==> src/rtl/mdu_pkg.sv <==
// Shared types and constants for the MDU divide front end.
package mdu_pkg;

    typedef enum logic [1:0] {
        DIV  = 2'b00,
        DIVU = 2'b01,
        REM  = 2'b10,
        REMU = 2'b11
    } div_type_e;

    typedef enum logic [1:0] {
        IDLE  = 2'b00,
        ISSUE = 2'b01,
        WAIT  = 2'b10,
        HOLD  = 2'b11
    } div_state_e;

    localparam logic [31:0] DIV_ZERO_QUOT = 32'hFFFF_FFFF;
    localparam logic [31:0] INT_MIN       = 32'h8000_0000;

    // funct3[1] selects the remainder half of the result pair
    function automatic logic is_rem_op(input logic [1:0] t);
        return t[1];
    endfunction

endpackage

==> src/rtl/mdu_div_signfix.sv <==
// Conditional two's-complement negation of an operand pair; used for
// operand magnitudes on the way in and sign correction on the way out.
module mdu_div_signfix #(
    parameter int DATA_W = 32
) (
    input  logic [DATA_W-1:0] a_in,
    input  logic [DATA_W-1:0] b_in,
    input  logic              a_neg,
    input  logic              b_neg,
    output logic [DATA_W-1:0] a_out,
    output logic [DATA_W-1:0] b_out
);

    assign a_out = a_neg ? -a_in : a_in;
    assign b_out = b_neg ? -b_in : b_in;

endmodule

==> src/rtl/mdu_div_ctrl.sv <==
// Divide sequencer: resolves special cases and cache hits locally, otherwise
// runs the unsigned engine and sign-corrects its result.
module mdu_div_ctrl
    import mdu_pkg::*;
#(
    parameter bit CACHE_EN = 1'b1
) (
    input  logic        clk,
    input  logic        rst,
    input  logic [31:0] dividend,
    input  logic [31:0] divisor,
    input  logic        div_in_valid,
    input  logic [1:0]  div_type,
    input  logic        cpu_busy,
    output logic [31:0] div_out,
    output logic        div_out_valid,
    output logic        div_busy,
    output logic        eng_start,
    output logic [31:0] eng_dividend,
    output logic [31:0] eng_divisor,
    input  logic        eng_done,
    input  logic [31:0] eng_quot,
    input  logic [31:0] eng_rem
);

    div_state_e state, state_nxt;

    logic [31:0] op_a, op_b;
    logic [1:0]  op_type;
    logic        op_signed;

    logic        c_vld;
    logic [31:0] c_a, c_b, c_quot, c_rem;
    logic        c_signed;

    logic        req_signed, is_zero, is_ovf, is_hit, accept, finish;
    logic [31:0] mag_a, mag_b, fix_quot, fix_rem;
    logic [31:0] spec_quot, spec_rem;

    assign req_signed = ~div_type[0];
    assign is_zero    = (divisor == 32'd0);
    assign is_ovf     = req_signed && (dividend == INT_MIN) && (divisor == 32'hFFFF_FFFF);
    assign is_hit     = CACHE_EN && c_vld && (c_a == dividend) && (c_b == divisor)
                        && (c_signed == req_signed);
    assign accept     = (state == IDLE) && div_in_valid;
    assign finish     = (state == WAIT) && eng_done;

    mdu_div_signfix #(.DATA_W(32)) u_opfix (
        .a_in  (dividend),
        .b_in  (divisor),
        .a_neg (req_signed & dividend[31]),
        .b_neg (req_signed & divisor[31]),
        .a_out (mag_a),
        .b_out (mag_b)
    );

    // Quotient negates on differing signs; remainder follows the dividend
    mdu_div_signfix #(.DATA_W(32)) u_resfix (
        .a_in  (eng_quot),
        .b_in  (eng_rem),
        .a_neg (op_signed & (op_a[31] ^ op_b[31])),
        .b_neg (op_signed & op_a[31]),
        .a_out (fix_quot),
        .b_out (fix_rem)
    );

    always_comb begin
        spec_quot = c_quot;
        spec_rem  = c_rem;
        if (is_zero) begin
            spec_quot = DIV_ZERO_QUOT;
            spec_rem  = dividend;
        end else if (is_ovf) begin
            spec_quot = INT_MIN;
            spec_rem  = 32'd0;
        end
    end

    always_comb begin
        state_nxt = state;
        case (state)
            IDLE: begin
                if (div_in_valid)
                    state_nxt = (is_zero || is_ovf || is_hit) ? HOLD : ISSUE;
            end
            ISSUE: state_nxt = WAIT;
            WAIT:  if (eng_done) state_nxt = HOLD;
            HOLD:  if (!cpu_busy) state_nxt = IDLE;
            default: state_nxt = IDLE;
        endcase
    end

    always_ff @(posedge clk or negedge rst) begin
        if (!rst) state <= IDLE;
        else      state <= state_nxt;
    end

    // Outputs are decoded from the next state so they line up with it
    always_ff @(posedge clk or negedge rst) begin
        if (!rst) begin
            div_out_valid <= 1'b0;
            div_busy      <= 1'b0;
            eng_start     <= 1'b0;
            eng_dividend  <= 32'd0;
            eng_divisor   <= 32'd0;
            div_out       <= 32'd0;
            c_vld         <= 1'b0;
        end else begin
            div_out_valid <= (state_nxt == HOLD);
            div_busy      <= (state_nxt != IDLE);
            eng_start     <= (state_nxt == ISSUE);
            if (finish) c_vld <= 1'b1;
            if (accept && (state_nxt == ISSUE)) begin
                eng_dividend <= mag_a;
                eng_divisor  <= mag_b;
            end
            if (accept && (state_nxt == HOLD))
                div_out <= is_rem_op(div_type) ? spec_rem : spec_quot;
            else if (finish)
                div_out <= is_rem_op(op_type) ? fix_rem : fix_quot;
        end
    end

    always_ff @(posedge clk) begin
        if (accept) begin
            op_a      <= dividend;
            op_b      <= divisor;
            op_type   <= div_type;
            op_signed <= req_signed;
        end
        if (finish) begin
            c_a      <= op_a;
            c_b      <= op_b;
            c_signed <= op_signed;
            c_quot   <= fix_quot;
            c_rem    <= fix_rem;
        end
    end

endmodule
==> config.mk <==
export PLATFORM = sky130hd
export DESIGN_NAME = mdu_div_ctrl
export DESIGN_NICKNAME = d
export VERILOG_FILES = /design/src/rtl/mdu_pkg.sv /design/src/rtl/mdu_div_signfix.sv /design/src/rtl/mdu_div_ctrl.sv
export SDC_FILE = /design/constraint.sdc
export NUM_CORES = 1
export LEC_CHECK = 0
export ABC_AREA = 1
export ABC_CLOCK_PERIOD_IN_PS = 7400
export CELL_PAD_IN_SITES_DETAIL_PLACEMENT = 1
export CELL_PAD_IN_SITES_GLOBAL_PLACEMENT = 1
export CORE_ASPECT_RATIO = 0.75
export CORE_MARGIN = 5
export CORE_UTILIZATION = 25
export DETAILED_ROUTE_END_ITERATION = 8
export PLACE_DENSITY = 0.51
export SKIP_LAST_GASP = 1
export SLEW_MARGIN = 20
export SYNTH_ARGS = -nofsm -noshare
export SYNTH_HDL_FRONTEND = slang
export SYNTH_SLANG_ARGS = --single-unit
==> constraint.sdc <==
create_clock -name clk -period 7.4 [get_ports clk]
set_input_delay 1.11 -clock clk [delete_from_list [all_inputs] [get_ports clk]]
set_output_delay 1.11 -clock clk [all_outputs]
set_load 0.03 [all_outputs]
* After elaboration in Yosys (flattened, before gate mapping)
Cells that the tools add are included.
Storage, ports and cells: flip-flop bits (word level) 298, input port bits 135
Operators by class: $add $sub $neg 4, eq/ne operators 10, muxes and demuxes 17, bitwise logic cells 6, reductions and logical operators 15
Operators by type and width (number):
- 32-bit 2-to-1 mux | 12
- 32-bit negation | 4
- 32-bit == test | 2
- 32-bit == test (second input constant) | 2
- 32-bit logical NOT | 1
- 1-bit logical AND | 9
- 2-bit 2-to-1 mux | 4
- 2-bit one-hot mux with 4 select lines | 1
- 2-bit == test (second input constant) | 3
- 1-bit bitwise AND | 4
- 2-bit by 1-bit == test with 1-bit output (second input constant) | 2
- 2-bit nonzero test | 2
- 2-bit logical NOT | 1
- 1-bit logical OR | 2
- 1-bit == test | 1
- 1-bit inverter | 1
- 1-bit bitwise XOR | 1

* Logic depth before layout (Yosys ltp)
Gate-level depths: netlist of run 1.
word-level depth 11, gate-level depth with buffers 17, gate-level depth less buffers 16

* Hierarchy
A second synthesis of run 1 with hierarchy kept.
Unflattened totals: cell total of the unflattened synthesis 2247, area, all modules 17148.9 um^2
By module, submodules not included:
- mdu_div_ctrl | times used 1, cells an instance 1343, area each 12937.4 um^2
- mdu_div_signfix (u_resfix) | times used 1, cells an instance 451, area each 2108.3 um^2
- mdu_div_signfix (u_opfix) | times used 1, cells an instance 453, area each 2103.3 um^2

* Worst setup path after synthesis of run 1
OpenSTA, ideal clock, no wires.
path type input to register, start in eng_done, end reg div_out[29], setup time 88 ps, arrival time 5636 ps, required time 7312 ps, setup slack 1676 ps, stages 5, path buffers 1, cells stage by stage nand2_1 -> nor2_1 -> clkbuf_1 -> o211ai_1 -> nand3_1
Between the ends: elaborated cells between the ends (all ways) 7
RTL lines:
- start: declaration | RTL line mdu_div_ctrl.sv:21 | input logic eng_done,
- 1-bit logical AND | RTL line mdu_div_ctrl.sv:46 | assign finish = (state == WAIT) && eng_done;
- via finish | RTL line mdu_div_ctrl.sv:36 | logic req_signed, is_zero, is_ovf, is_hit, accept, finish;
- 2-bit nonzero test (no line)
- end signal: assignment | RTL line mdu_div_ctrl.sv:118 | div_out <= is_rem_op(div_type) ? spec_rem : spec_quot;
- end signal: assignment | RTL line mdu_div_ctrl.sv:120 | div_out <= is_rem_op(op_type) ? fix_rem : fix_quot;
- end: declaration | RTL line mdu_div_ctrl.sv:15 | output logic [31:0] div_out,
The timed path passes the listed nets, and every way through them passes these cells. A chain may end at the register's enable or synchronous reset.

* Final worst setup path of run 1
start in dividend[31], end reg eng_dividend[23]
Between the ends: word-level cells in the longest chain between the ends 10, elaborated cells between the ends (all ways) 16
Ends and longest elaborated chain:
- start: declaration | RTL line mdu_div_ctrl.sv:10 | input logic [31:0] dividend,
- 32-bit == test (on tied branches) | RTL line mdu_div_ctrl.sv:42, mdu_div_ctrl.sv:43
- 1-bit logical AND (on tied branches) (2 in a row) | RTL line mdu_div_ctrl.sv:42, mdu_div_ctrl.sv:43
- 1-bit logical OR / 1-bit logical AND (equally long branches) | RTL line mdu_div_ctrl.sv:84, mdu_div_ctrl.sv:44
- 1-bit logical OR | RTL line mdu_div_ctrl.sv:84 | state_nxt = (is_zero || is_ovf || is_hit) ? HOLD : ISSUE;
- 2-bit 2-to-1 mux | RTL line mdu_div_ctrl.sv:84
- 2-bit 2-to-1 mux | RTL line mdu_div_ctrl.sv:83 | if (div_in_valid)
- 2-bit one-hot mux with 4 select lines | RTL line mdu_div_ctrl.sv:81 | case (state)
- 2-bit by 1-bit == test with 1-bit output | RTL line mdu_div_ctrl.sv:113 | if (accept && (state_nxt == ISSUE)) begin
- 1-bit logical AND | RTL line mdu_div_ctrl.sv:113
- end signal: assignment | RTL line mdu_div_ctrl.sv:114 | eng_dividend <= mag_a;
- end: declaration | RTL line mdu_div_ctrl.sv:19 | output logic [31:0] eng_dividend,
Parallel ways exist; a longest one is shown, timed or not.

==> results of run 1 <==
## metal layers
metal  GRT usage [%]  share of wire, %
met2            26.7                41
met4            2.94               1.1
met1            29.2                52
met5               0             0.060
met3            3.99               6.0
## cell usage in the layout (no fill, tap or decap), drive strengths merged
master and instances:
clkinv 7, dfrtp 102, o211ai 14, clkbuf 58
nor3 16, nand3 172, o31ai 5, o22ai 2
a31oi 2, xor2 86, and3 1, nand2 610
a21oi 25, o21ai 130, clkdlybuf4s50 232, nand3b 10
or2 11, ha 5, mux2i 1, buf 16
o21bai 1, a21o 2, and2 4, nand4 29
diode 1, edfxtp 195, nor2 220, nor4 4
xnor2 15, inv 205
## through the flow
stage	instance area [µm²]	std cells	power, W
after floorplan	16400	1926	0.00396
after global placement	19500	2984	0.00502
after detailed placement	19500	2984	0.00506
after CTS	20600	3051	0.00680
after global routing	20600	3052	0.00706
final	20600	3052	0.00671
## state kept, by name, indices dropped and copies added (netlist names), 2 cells and up
name,cells
c_b,32
state,2
c_quot,32
eng_dividend,32
eng_divisor,32
c_rem,32
op_a,32
div_out,32
c_a,32
op_b,32
## critical path: stages
cell and delay [ns]:
clkdlybuf4s50_1 0.77, inv_2 0.11, nor2_4 0.46, nand2_1 0.19, nor3_1 0.29, nand3_1 0.16, nor2_2 0.24, nor2_4 0.17
nand2_4 0.15, nand2_4 0.18, nand3_4 0.46, buf_4 0.55, nand2_2 0.10, o21ai_2 0.07
## kinds of logic (layout without fill, tap and decap cells)
family | after synthesis | after routing | share of synthesized area, %
and+or+nand+nor | 1077 | 1077 | 28.5
DFF | 297 | 297 | 51.4
other | 0 | 1 | 0
adders and majority gates | 5 | 5 | 0.382
buffers and inverters | 264 | 518 | 7.18
muxes | 1 | 1 | 0.0612
AOI/OAI and AO/OA | 181 | 181 | 7.05
xor gates and xnor gates | 101 | 101 | 5.41
## worst min path at each step
stage | start | end | slack (ns) | cells past startpoint
6_report | op_a[15]$_DFFE_PP_ | c_a[15]$_DFFE_PP_ | 0.41 | 0
5_1_grt | op_a[15]$_DFFE_PP_ | c_a[15]$_DFFE_PP_ | 0.42 | 0
4_1_cts | op_a[17]$_DFFE_PP_ | c_a[17]$_DFFE_PP_ | 0.41 | 0
3_5_place_dp | op_a[12]$_DFFE_PP_ | c_a[12]$_DFFE_PP_ | 0.41 | 0
3_3_place_gp | op_b[23]$_DFFE_PP_ | c_b[23]$_DFFE_PP_ | 0.40 | 0
2_1_floorplan | op_a[0]$_DFFE_PP_ | c_a[0]$_DFFE_PP_ | 0.40 | 0
## power groups by stage
stage          registers, W  clock network [W]  logic, W
6_report            0.00261            0.00172   0.00238
2_1_floorplan       0.00307                  0  0.000888
4_1_cts             0.00262            0.00176   0.00242
3_3_place_gp        0.00265                  0   0.00238
5_1_grt             0.00267            0.00182   0.00257
3_5_place_dp        0.00265                  0   0.00241
## final cells by class
| class | count | area [µm²] |
|---|---|---|
| fillers | 7651 | 44400 |
| flip-flops and latches | 297 | 8410 |
| multi-input cells | 1365 | 6800 |
| repair buffers | 248 | 2470 |
| well taps | 871 | 1090 |
| clock buffers | 58 | 1040 |
| inverters | 203 | 764 |
| clock inverters | 9 | 47.5 |
| diodes | 1 | 2.50 |
==> PnR_summary.wiki, run 1 <==
{| class="wikitable"
! Metric !! Value
|-
| Final TNS setup || 0 ns
|-
| Area contributors post-synth || edfxtp_1 (36%), dfrtp_1 (16%), nand2_1 (13%)
|-
| Leakage dissipation || 8.66 nW
|-
| Most used DFF post-synth || edfxtp_1
|-
| HPWL after detailed placement || 53.0 mm
|-
| Max frequency || 217 MHz
|-
| Fraction of final layout cells with drive strength greater than 1 || 9.45%
|-
| Synth warnings || 0
|-
| Worst setup timing slack at the placement stage || 2.28 ns
|-
| Cell-internal power || 0.00415 W
|-
| Vias in the first global route || 14400
|-
| Result of the run || complete, no violations
|-
| Clock-pin slew reported for the worst setup and hold paths after clock tree synthesis || 0.06 ns
|-
| Post-synth top area cell || edfxtp_1
|-
| Worst supply voltage drop on vdd || 0.000155 V
|-
| Die area || 0.0707 mm²
|-
| Number of CTS-inserted buffers || 37
|-
| Maximum number of pins on one net before global-route repair || 155
|-
| Type of the setup path with the least slack || in2reg
|-
| Proportion of power drawn by the clock network || 25.6%
|-
| Net switching power figure || 0.00256 W
|-
| Crit start category || input port
|-
| Min setup slack post-route || 2.80 ns
|-
| Post-cts repair resize count || 0
|-
| Maximum Capacitance Violations || 0
|-
| Worst Reg2Reg Path Length in Cells || 11
|-
| Antenna violations before repair || 9
|-
| RSZ-0062 raised after global routing || false
|-
| Count of mapped cells out of synthesis || 1926
|-
| Post-CTS Hold Buffers || 0
|-
| Endpoint type of the worst setup path || flip-flop
|-
| Switching Share || 38.2%
|-
| Combinational power share || 35.5%
|-
| Die Ht || 232 µm
|-
| Routability congestion estimate || 0.864
|-
| Total number of vias || 14200
|-
| Number of placement rows || 81
|-
| GRT Total Usage || 18.6%
|-
| Worst-Margin Slew || 1.04 ns
|-
| Setup fix buffers added after clock tree synthesis || 0
|-
| Die Wd || 305 µm
|-
| Sum of routed wire length over all layers || 68.0 mm
|-
| Grt total ovfl || 0
|-
| Final Hold Slack || 0.415 ns
|-
| R2R Setup Slk || 3.90 ns
|-
| Share of synthesized area occupied by flip-flops and latches || 51.4%
|-
| Number of distinct library cell variants in the gate-level netlist after synthesis || 46
|-
| Worst min path class || reg2reg
|-
| Vias per Instance || 4.65
|-
| Placeable Area || 0.0651 mm²
|-
| Sink Count || 297
|-
| Sequential fraction of design power || 38.9%
|-
| Data required time at the worst endpoint || 7.87 ns
|-
| Post-layout net count || 2292
|-
| First-pass iteration count of the detailed router || 5
|-
| CTS HTree Levels || 2
|-
| Critical path capture point || eng_dividend[23]$_DFFE_PN0P_
|-
| Final critical-path share of the clock period || 62.2%
|-
| Async set or reset register ratio after synthesis || 34.3%
|-
| Number of hold violations in the final report || 0
|-
| Number of buffers inserted by port buffering || 233
|-
| Clock root cell || clkbuf_16
|-
| Proportion of netlist area held by the largest area contributor || 35.8%
|-
| Number of nets with antenna violations after routing || 0
|-
| Average instance area after synthesis || 8.49 µm²
|-
| Most frequent cell after synthesis || nand2_1
|-
| Crit path DAT || 5.08 ns
|-
| First-pass GRT wire length || 98.8 mm
|-
| Final Core Density || 31.7%
|-
| Layout area overhead || 26.1%
|-
| IO Count || 234
|-
| Crit Path Max Fanout || 33
|-
| EDFF count, synth || 195
|-
| Starting density of the core || 25.1%
|-
| Number of register bits inferred by synthesis || 297
|-
| Clk_skew || 0.0170 ns
|-
| Clock tree from TritonCTS || built
|-
| Cell area after synthesis || 0.0164 mm²
|-
| Origin of the critical flop-to-flop path || op_signed$_DFFE_PP_
|-
| Number of buffers on the longest clock path || 3
|-
| Clk_lat worst skew || 0.56 ns
|-
| Min Tclk post-route || 4.60 ns
|-
| Syn_nets || 2066
|-
| Final setup fails || 0
|-
| Power per cell area || 325 mW/mm²
|-
| Commonest cells in the synthesized netlist || nand2_1 (555), nor2_1 (211), edfxtp_1 (195), inv_1 (191), nand3_1 (169)
|-
| Wire length per cell || 22.3 µm
|-
| Critical Path Start || dividend[31]
|-
| Worst slew margin relative to its limit || 30.5%
|-
| Endpoint of the lowest-slack register-to-register path || div_out[16]$_DFFE_PN0P_
|-
| Residual DRC count || 0
|-
| Initial drt markers || 1036
|-
| Max-slew violation count || 0
|}
Power figures use the tool's default switching activity.
==> run 2, diff against run 1 <==
--- a/config.mk
+++ b/config.mk
@@ -6,7 +6,7 @@
 export NUM_CORES = 1
 export LEC_CHECK = 0
 export ABC_AREA = 1
-export ABC_CLOCK_PERIOD_IN_PS = 7400
+export ABC_CLOCK_PERIOD_IN_PS = 4700
 export CELL_PAD_IN_SITES_DETAIL_PLACEMENT = 1
 export CELL_PAD_IN_SITES_GLOBAL_PLACEMENT = 1
 export CORE_ASPECT_RATIO = 0.75
==> constraint.sdc (replaced) <==
create_clock -name clk -period 4.7 [get_ports clk]
set_input_delay 0.705 -clock clk [delete_from_list [all_inputs] [get_ports clk]]
set_output_delay 0.705 -clock clk [all_outputs]
set_load 0.03 [all_outputs]
==> run 2 against run 1 <==
- cell area increased by 1.3%
- clock-buffer cell count decreased by 10
- cell count increased by 0.92%
- non-clock buffer count increased by 28
- clock power increased by 64%
- critical path depth increased by 3
- global-route usage increased by 0.21 points
- wire length increased by 0.36%
- critical path type unchanged
- highest routed layer unchanged
==> PnR_summary.wiki, run 2 (synthesis gave the netlist of run 1 again) <==
{| class="wikitable"
! Metric !! Value
|-
| Result of the run || complete, no violations (unchanged)
|-
| First-pass GRT wire length || 99.7 mm (was 98.8 mm)
|-
| Endpoint type of the worst setup path || flip-flop (unchanged)
|-
| Post-CTS Hold Buffers || 0 (unchanged)
|-
| HPWL after detailed placement || 53.8 mm (was 53.0 mm)
|-
| Vias in the first global route || 14800 (was 14400)
|-
| Maximum Capacitance Violations || 0 (unchanged)
|-
| Clock-pin slew reported for the worst setup and hold paths after clock tree synthesis || 0.06 ns (about the same)
|-
| Post-layout net count || 2319 (was 2292)
|-
| Fraction of final layout cells with drive strength greater than 1 || 11.1% (was 9.45%)
|-
| Max frequency || 276 MHz
|-
| Die area || 0.0707 mm² (unchanged)
|-
| Number of buffers on the longest clock path || 3 (unchanged)
|-
| Critical path cell sequence || clkdlybuf4s50_1, inv_1, ha_1, nand3_1, nor2_2, nand2_2, nor2_4, nand3_4, inv_4, nor2_4, nand2_4, nand2_4, nand3_4, buf_12, buf_4, nand2_2, o21ai_2 (was clkdlybuf4s50_1, inv_2, nor2_4, nand2_1, nor3_1, nand3_1, nor2_2, nor2_4, nand2_4, nand2_4, nand3_4, buf_4, nand2_2, o21ai_2)
|-
| Worst min path class || in2async (was reg2reg)
|-
| Power per cell area || 511 mW/mm² (was 325 mW/mm²)
|-
| Layout area overhead || 27.7% (was 26.1%)
|-
| Clock root cell || clkbuf_16 (unchanged)
|-
| Grt total ovfl || 0 (unchanged)
|-
| Number of CTS-inserted buffers || 36 (was 37)
|-
| Vias per Instance || 4.65 (about the same)
|-
| Crit path DAT || 4.09 ns (was 5.08 ns)
|-
| Max-slew violation count || 0 (unchanged)
|-
| Wire length per cell || 22.2 µm (was 22.3 µm)
|-
| Number of nets with antenna violations after routing || 0 (unchanged)
|-
| Die Wd || 305 µm (unchanged)
|-
| Placed cell count || 3012 (was 2984)
|-
| Final critical-path share of the clock period || 77.1%
|-
| Residual DRC count || 0 (unchanged)
|-
| Final setup fails || 0 (unchanged)
|-
| Highest-count cells in the layout ignoring fill and taps || nand2_1 (555), clkdlybuf4s50_1 (232), nor2_1 (209) (unchanged)
|-
| Routability congestion estimate || 0.857 (was 0.864)
|-
| Number of hold violations in the final report || 0 (unchanged)
|-
| Clock tree from TritonCTS || built (unchanged)
|-
| CTS HTree Levels || 2 (unchanged)
|-
| Min Tclk post-route || 3.62 ns
|-
| Placeable Area || 0.0651 mm² (unchanged)
|-
| Sink Count || 297 (unchanged)
|-
| Worst path bufs/invs || 5 (was 3)
|-
| Crit start category || input port (unchanged)
|-
| Post-cts repair resize count || 0 (unchanged)
|-
| Origin of the critical flop-to-flop path || op_b[31]$_DFFE_PP_ (was op_signed$_DFFE_PP_)
|-
| Post-placement cell area || 0.0197 mm² (was 0.0195 mm²)
|-
| Worst-Margin Slew || 1.01 ns (was 1.04 ns)
|-
| Die Ht || 232 µm (unchanged)
|-
| IO Count || 234 (unchanged)
|-
| First-pass iteration count of the detailed router || 5 (unchanged)
|-
| Critical Path Start || divisor[1] (was dividend[31])
|-
| Crit path max-delay family || buffers and inverters (was simple AND/OR/NAND/NOR gates)
|-
| Antenna violations before repair || 8 (was 9)
|-
| Starting density of the core || 25.1% (unchanged)
|-
| Sum of routed wire length over all layers || 68.3 mm (was 68.0 mm)
|-
| Final std cell area, no fill || 0.0209 mm² (was 0.0206 mm²)
|-
| Initial drt markers || 1062 (was 1036)
|-
| Number of placement rows || 81 (unchanged)
|-
| RSZ-0062 raised after global routing || false (unchanged)
|-
| Data required time at the worst endpoint || 5.17 ns (was 7.87 ns)
|-
| Final Core Density || 32.1% (was 31.7%)
|-
| Worst slew margin relative to its limit || 32.4% (was 30.5%)
|-
| Final Hold Slack || 0.0961 ns (was 0.415 ns)
|-
| Final TNS setup || 0 ns (unchanged)
|-
| GRT Total Usage || 18.9% (was 18.6%)
|-
| Leakage dissipation || 8.84 nW (was 8.66 nW)
|-
| Type of the setup path with the least slack || in2reg (unchanged)
|-
| Clk_skew || 0.0186 ns (was 0.0170 ns)
|-
| Post-route non-filler standard cell count || 3080 (was 3052)
|-
| Commonest non-fill, non-tap cell in the layout || nand2_1 (unchanged)
|-
| Maximum number of pins on one net before global-route repair || 113 (was 155)
|-
| Worst supply voltage drop on vdd || 0.000265 V (was 0.000155 V)
|-
| Crit Path Max Fanout || 97 (was 33)
|-
| Total number of vias || 14300 (was 14200)
|-
| Maximum single-stage delay on the critical path || 0.51 ns (was 0.77 ns)
|-
| Setup fix buffers added after clock tree synthesis || 0 (unchanged)
|-
| Cell with the largest stage delay on the worst path || clkdlybuf4s50_1 (unchanged)
|-
| Clk_lat worst skew || 0.55 ns (was 0.56 ns)
|-
| Number of buffers inserted by port buffering || 233 (unchanged)
|}
run 2: layer usage:
layer | track usage [%] | wire length (µm)
met3 | 4.12 | 4510
met1 | 29.2 | 34800
met5 | 0 | 27
met4 | 3.38 | 945
met2 | 27.1 | 28000
run 2: area by class of cell:
class	instances	area [µm²]
clock buffer	48	1020
clock inverter	18	145
inverter	203	764
timing repair buffer	276	2680
antenna	2	5.00
fill	7619	44200
tap	871	1090
sequential	297	8410
multi-input combinational	1365	6790
run 2: worst paths after layout:
kind | to | slack (ns) | cells past startpoint
worst max-delay path | eng_dividend[4]$_DFFE_PN0P_ | 1.08 | 17
worst min-delay path | eng_divisor[7]$_DFFE_PN0P_ | 0.1 | 1
worst max register to register | div_out[18]$_DFFE_PN0P_ | 1.61 | 11
worst min register to register | c_a[7]$_DFFE_PP_ | 0.42 | 0
max in group asynchronous | div_out[16]$_DFFE_PN0P_ | 3.46 | 2
min in group clk | c_a[7]$_DFFE_PP_ | 0.42 | 0
run 2: per-stage QoR:
step	setup WS, ns	power (W)
2_1_floorplan	1.17	0.00621
3_3_place_gp	0.635	0.00791
3_5_place_dp	0.546	0.00797
4_1_cts	1.13	0.0108
5_1_grt	0.905	0.0113
6_report	1.08	0.0107
run 2: power breakdown:
part           internal, W  switching (W)  leakage (nW)
Sequential         0.00365       0.000431          3.06
Combinational      0.00137        0.00241          5.21
Clock              0.00164        0.00118         0.578
Total              0.00666        0.00402          8.84
==> run 3, diff against run 2 <==
--- a/config.mk
+++ b/config.mk
@@ -6,14 +6,14 @@
 export NUM_CORES = 1
 export LEC_CHECK = 0
 export ABC_AREA = 1
-export ABC_CLOCK_PERIOD_IN_PS = 4700
+export ABC_CLOCK_PERIOD_IN_PS = 3200
 export CELL_PAD_IN_SITES_DETAIL_PLACEMENT = 1
 export CELL_PAD_IN_SITES_GLOBAL_PLACEMENT = 1
 export CORE_ASPECT_RATIO = 0.75
 export CORE_MARGIN = 5
 export CORE_UTILIZATION = 25
 export DETAILED_ROUTE_END_ITERATION = 8
-export PLACE_DENSITY = 0.51
+export PLACE_DENSITY = 0.53
 export SKIP_LAST_GASP = 1
 export SLEW_MARGIN = 20
 export SYNTH_ARGS = -nofsm -noshare
==> constraint.sdc (replaced) <==
create_clock -name clk -period 3.2 [get_ports clk]
set_input_delay 0.48 -clock clk [delete_from_list [all_inputs] [get_ports clk]]
set_output_delay 0.48 -clock clk [all_outputs]
set_load 0.03 [all_outputs]
==> run 3 against run 2 <==
- the run now ends with hold timing left
- cell area up 4.2%
- wire length up 1.1%
- first-iteration DRC count down 7.5%
- power up 49%
- sequential power up 47%
- core utilization up 1.3 points
- critical path type unchanged
- critical endpoint is now eng_dividend[15]$_DFFE_PN0P_
==> PnR_summary.wiki, run 3 (synthesis gave the netlist of run 1 again) <==
{| class="wikitable"
! Metric !! Value
|-
| Clock-pin slew reported for the worst setup and hold paths after clock tree synthesis || 0.06 ns (about the same)
|-
| Final Hold Slack || -0.00406 ns (was 0.0961 ns)
|-
| Worst-Margin Slew || 0.664 ns (was 1.01 ns)
|-
| Routability congestion estimate || 0.887 (was 0.857)
|-
| Number of placement rows || 81 (unchanged)
|-
| Combinational power share || 36.3% (was 35.4%)
|-
| Number of buffers inserted by port buffering || 233 (unchanged)
|-
| Die Wd || 305 µm (unchanged)
|-
| Cell-internal power || 0.00995 W (was 0.00666 W)
|-
| Die area || 0.0707 mm² (unchanged)
|-
| Data required time at the worst endpoint || 3.66 ns (was 5.17 ns)
|-
| RSZ-0062 raised after global routing || false (unchanged)
|-
| Min Tclk post-route || 2.74 ns
|-
| Post-CTS Hold Buffers || 0 (unchanged)
|-
| Max frequency || 365 MHz
|-
| Number of buffers on the longest clock path || 3 (unchanged)
|-
| Type of the setup path with the least slack || in2reg (unchanged)
|-
| Wire length per cell || 21.7 µm (was 22.2 µm)
|-
| Crit start category || input port (unchanged)
|-
| Sequential fraction of design power || 37.8% (was 38.2%)
|-
| Placeable Area || 0.0651 mm² (unchanged)
|-
| Net switching power figure || 0.00595 W (was 0.00402 W)
|-
| Post-placement cell area || 0.0206 mm² (was 0.0197 mm²)
|-
| Maximum number of pins on one net before global-route repair || 103 (was 113)
|-
| Post-layout net count || 2420 (was 2319)
|-
| Final setup fails || 0 (unchanged)
|-
| Number of CTS-inserted buffers || 38 (was 36)
|-
| Grt total ovfl || 0 (unchanged)
|-
| Clk_lat worst skew || 0.55 ns (about the same)
|-
| Result of the run || finished with violations (was complete, no violations)
|-
| Worst slew margin relative to its limit || 55.7% (was 32.4%)
|-
| Leakage dissipation || 9.36 nW (was 8.84 nW)
|-
| Final std cell area, no fill || 0.0218 mm² (was 0.0209 mm²)
|-
| First-pass iteration count of the detailed router || 5 (unchanged)
|-
| Worst min path class || in2async (unchanged)
|-
| Die Ht || 232 µm (unchanged)
|-
| Highest-count cells in the layout ignoring fill and taps || nand2_1 (555), clkdlybuf4s50_1 (232), nor2_1 (209) (unchanged)
|-
| Endpoint type of the worst setup path || flip-flop (unchanged)
|-
| Failing checks || hold timing
|-
| Number of nets with antenna violations after routing || 0 (unchanged)
|-
| First-pass GRT wire length || 101 mm (was 99.7 mm)
|-
| Maximum Capacitance Violations || 0 (unchanged)
|-
| Proportion of power drawn by the clock network || 25.9% (was 26.4%)
|-
| Clk_skew || 0.0288 ns (was 0.0186 ns)
|-
| Initial drt markers || 982 (was 1062)
|-
| Starting density of the core || 25.1% (unchanged)
|-
| Vias in the first global route || 15200 (was 14800)
|-
| Final TNS setup || 0 ns (unchanged)
|-
| Switching Share || 37.4% (was 37.7%)
|-
| HPWL after detailed placement || 54.8 mm (was 53.8 mm)
|-
| CTS HTree Levels || 2 (unchanged)
|-
| Layout area overhead || 33.0% (was 27.7%)
|-
| Vias per Instance || 4.65 (about the same)
|-
| Antenna violations before repair || 8 (unchanged)
|-
| Clock root cell || clkbuf_16 (unchanged)
|-
| Fraction of final layout cells with drive strength greater than 1 || 14.7% (was 11.1%)
|-
| Power per cell area || 730 mW/mm² (was 511 mW/mm²)
|-
| Total number of vias || 14800 (was 14300)
|-
| Worst supply voltage drop on vdd || 0.000312 V (was 0.000265 V)
|-
| Crit path DAT || 3.19 ns (was 4.09 ns)
|-
| Setup fix buffers added after clock tree synthesis || 0 (unchanged)
|-
| Post-cts repair resize count || 0 (unchanged)
|-
| Max-slew violation count || 0 (unchanged)
|-
| Clock tree from TritonCTS || built (unchanged)
|-
| Number of hold violations in the final report || 1 (was 0)
|-
| Sink Count || 297 (unchanged)
|-
| GRT Total Usage || 18.9% (about the same)
|-
| Final critical-path share of the clock period || 85.6%
|-
| IO Count || 234 (unchanged)
|-
| Commonest non-fill, non-tap cell in the layout || nand2_1 (unchanged)
|-
| Sum of routed wire length over all layers || 69.0 mm (was 68.3 mm)
|-
| Crit Path Max Fanout || 52 (was 97)
|-
| Residual DRC count || 0 (unchanged)
|}
==> run 3: cell count changes in the layout (fill, tap and decap cells not counted), sizes merged <==
cell	change
bufinv	-1
inv	-2
clkinv	-1
buf	+99
clkbuf	+5
==> run 3: layer usage <==
metal	vias up	wire, µm	GRT usage (%)
li1	6969	-	-
met1	7314	34700	28.9
met2	406	28300	27.3
met3	81	4920	4.34
met4	10	1060	3.53
met5	-	56	0
==> run 3: final timing paths <==
kind	startpoint	end	slack, ns	depth (start not counted)
worst min register to register	op_b[16]$_DFFE_PP_	c_b[16]$_DFFE_PP_	0.41	0
min in group clk	op_b[16]$_DFFE_PP_	c_b[16]$_DFFE_PP_	0.41	0
worst max-delay path	dividend[1]	eng_dividend[15]$_DFFE_PN0P_	0.46	16
worst min-delay path	rst	eng_divisor[7]$_DFFE_PN0P_	-0.004	2
max in group asynchronous	rst	div_out[22]$_DFFE_PN0P_	2.67	2
worst max register to register	c_b[20]$_DFFE_PP_	div_out[16]$_DFFE_PN0P_	0.70	15
==> run 3: power groups by stage <==
stage | Combinational, W | Clock, W | Sequential (W)
floorplan | 0.00205 | 0 | 0.00706
global placement | 0.00573 | 0 | 0.00609
detailed placement | 0.00581 | 0 | 0.00610
CTS | 0.00584 | 0.00424 | 0.00604
global route | 0.00620 | 0.00441 | 0.00613
finish | 0.00577 | 0.00411 | 0.00601
==> run 3: worst max-delay path, stage by stage <==
cell             delay (ns)
clkdlybuf4s50_1        0.60
inv_1                  0.24
ha_1                   0.21
nand3_1                0.11
nor2_1                 0.12
nand2_1                0.10
nor2_2                 0.15
nand3_2                0.10
nor2_2                 0.18
nor2_4                 0.07
nand2_4                0.08
nand2_4                0.08
nand3_4                0.15
buf_12                 0.32
nand2_2                0.09
o21ai_2                0.06
==> run 3: metrics by stage <==
stage	hold slack [ns]	std cells	power [W]	setup slack (ns)	util [%]
finish	-0.00406	3180	0.0159	0.461	33.5
global route	0.0446	3178	0.0167	0.299	33.4
CTS	0.0216	3178	0.0161	0.523	33.4
detailed placement	0.406	3111	0.0119	-0.0111	31.6
global placement	0.401	3111	0.0118	0.0252	31.6
floorplan	0.184	1926	0.00911	0.161	-
==> run 3: layout make-up <==
type,count,area (µm²)
Sequential cell,297,8410
Clock buffer,53,1070
Inverter,203,766
Fill cell,7647,43300
Timing Repair Buffer,375,3530
Multi-Input combinational cell,1365,6790
Tap cell,871,1090
Antenna cell,2,5.00
Clock inverter,14,105
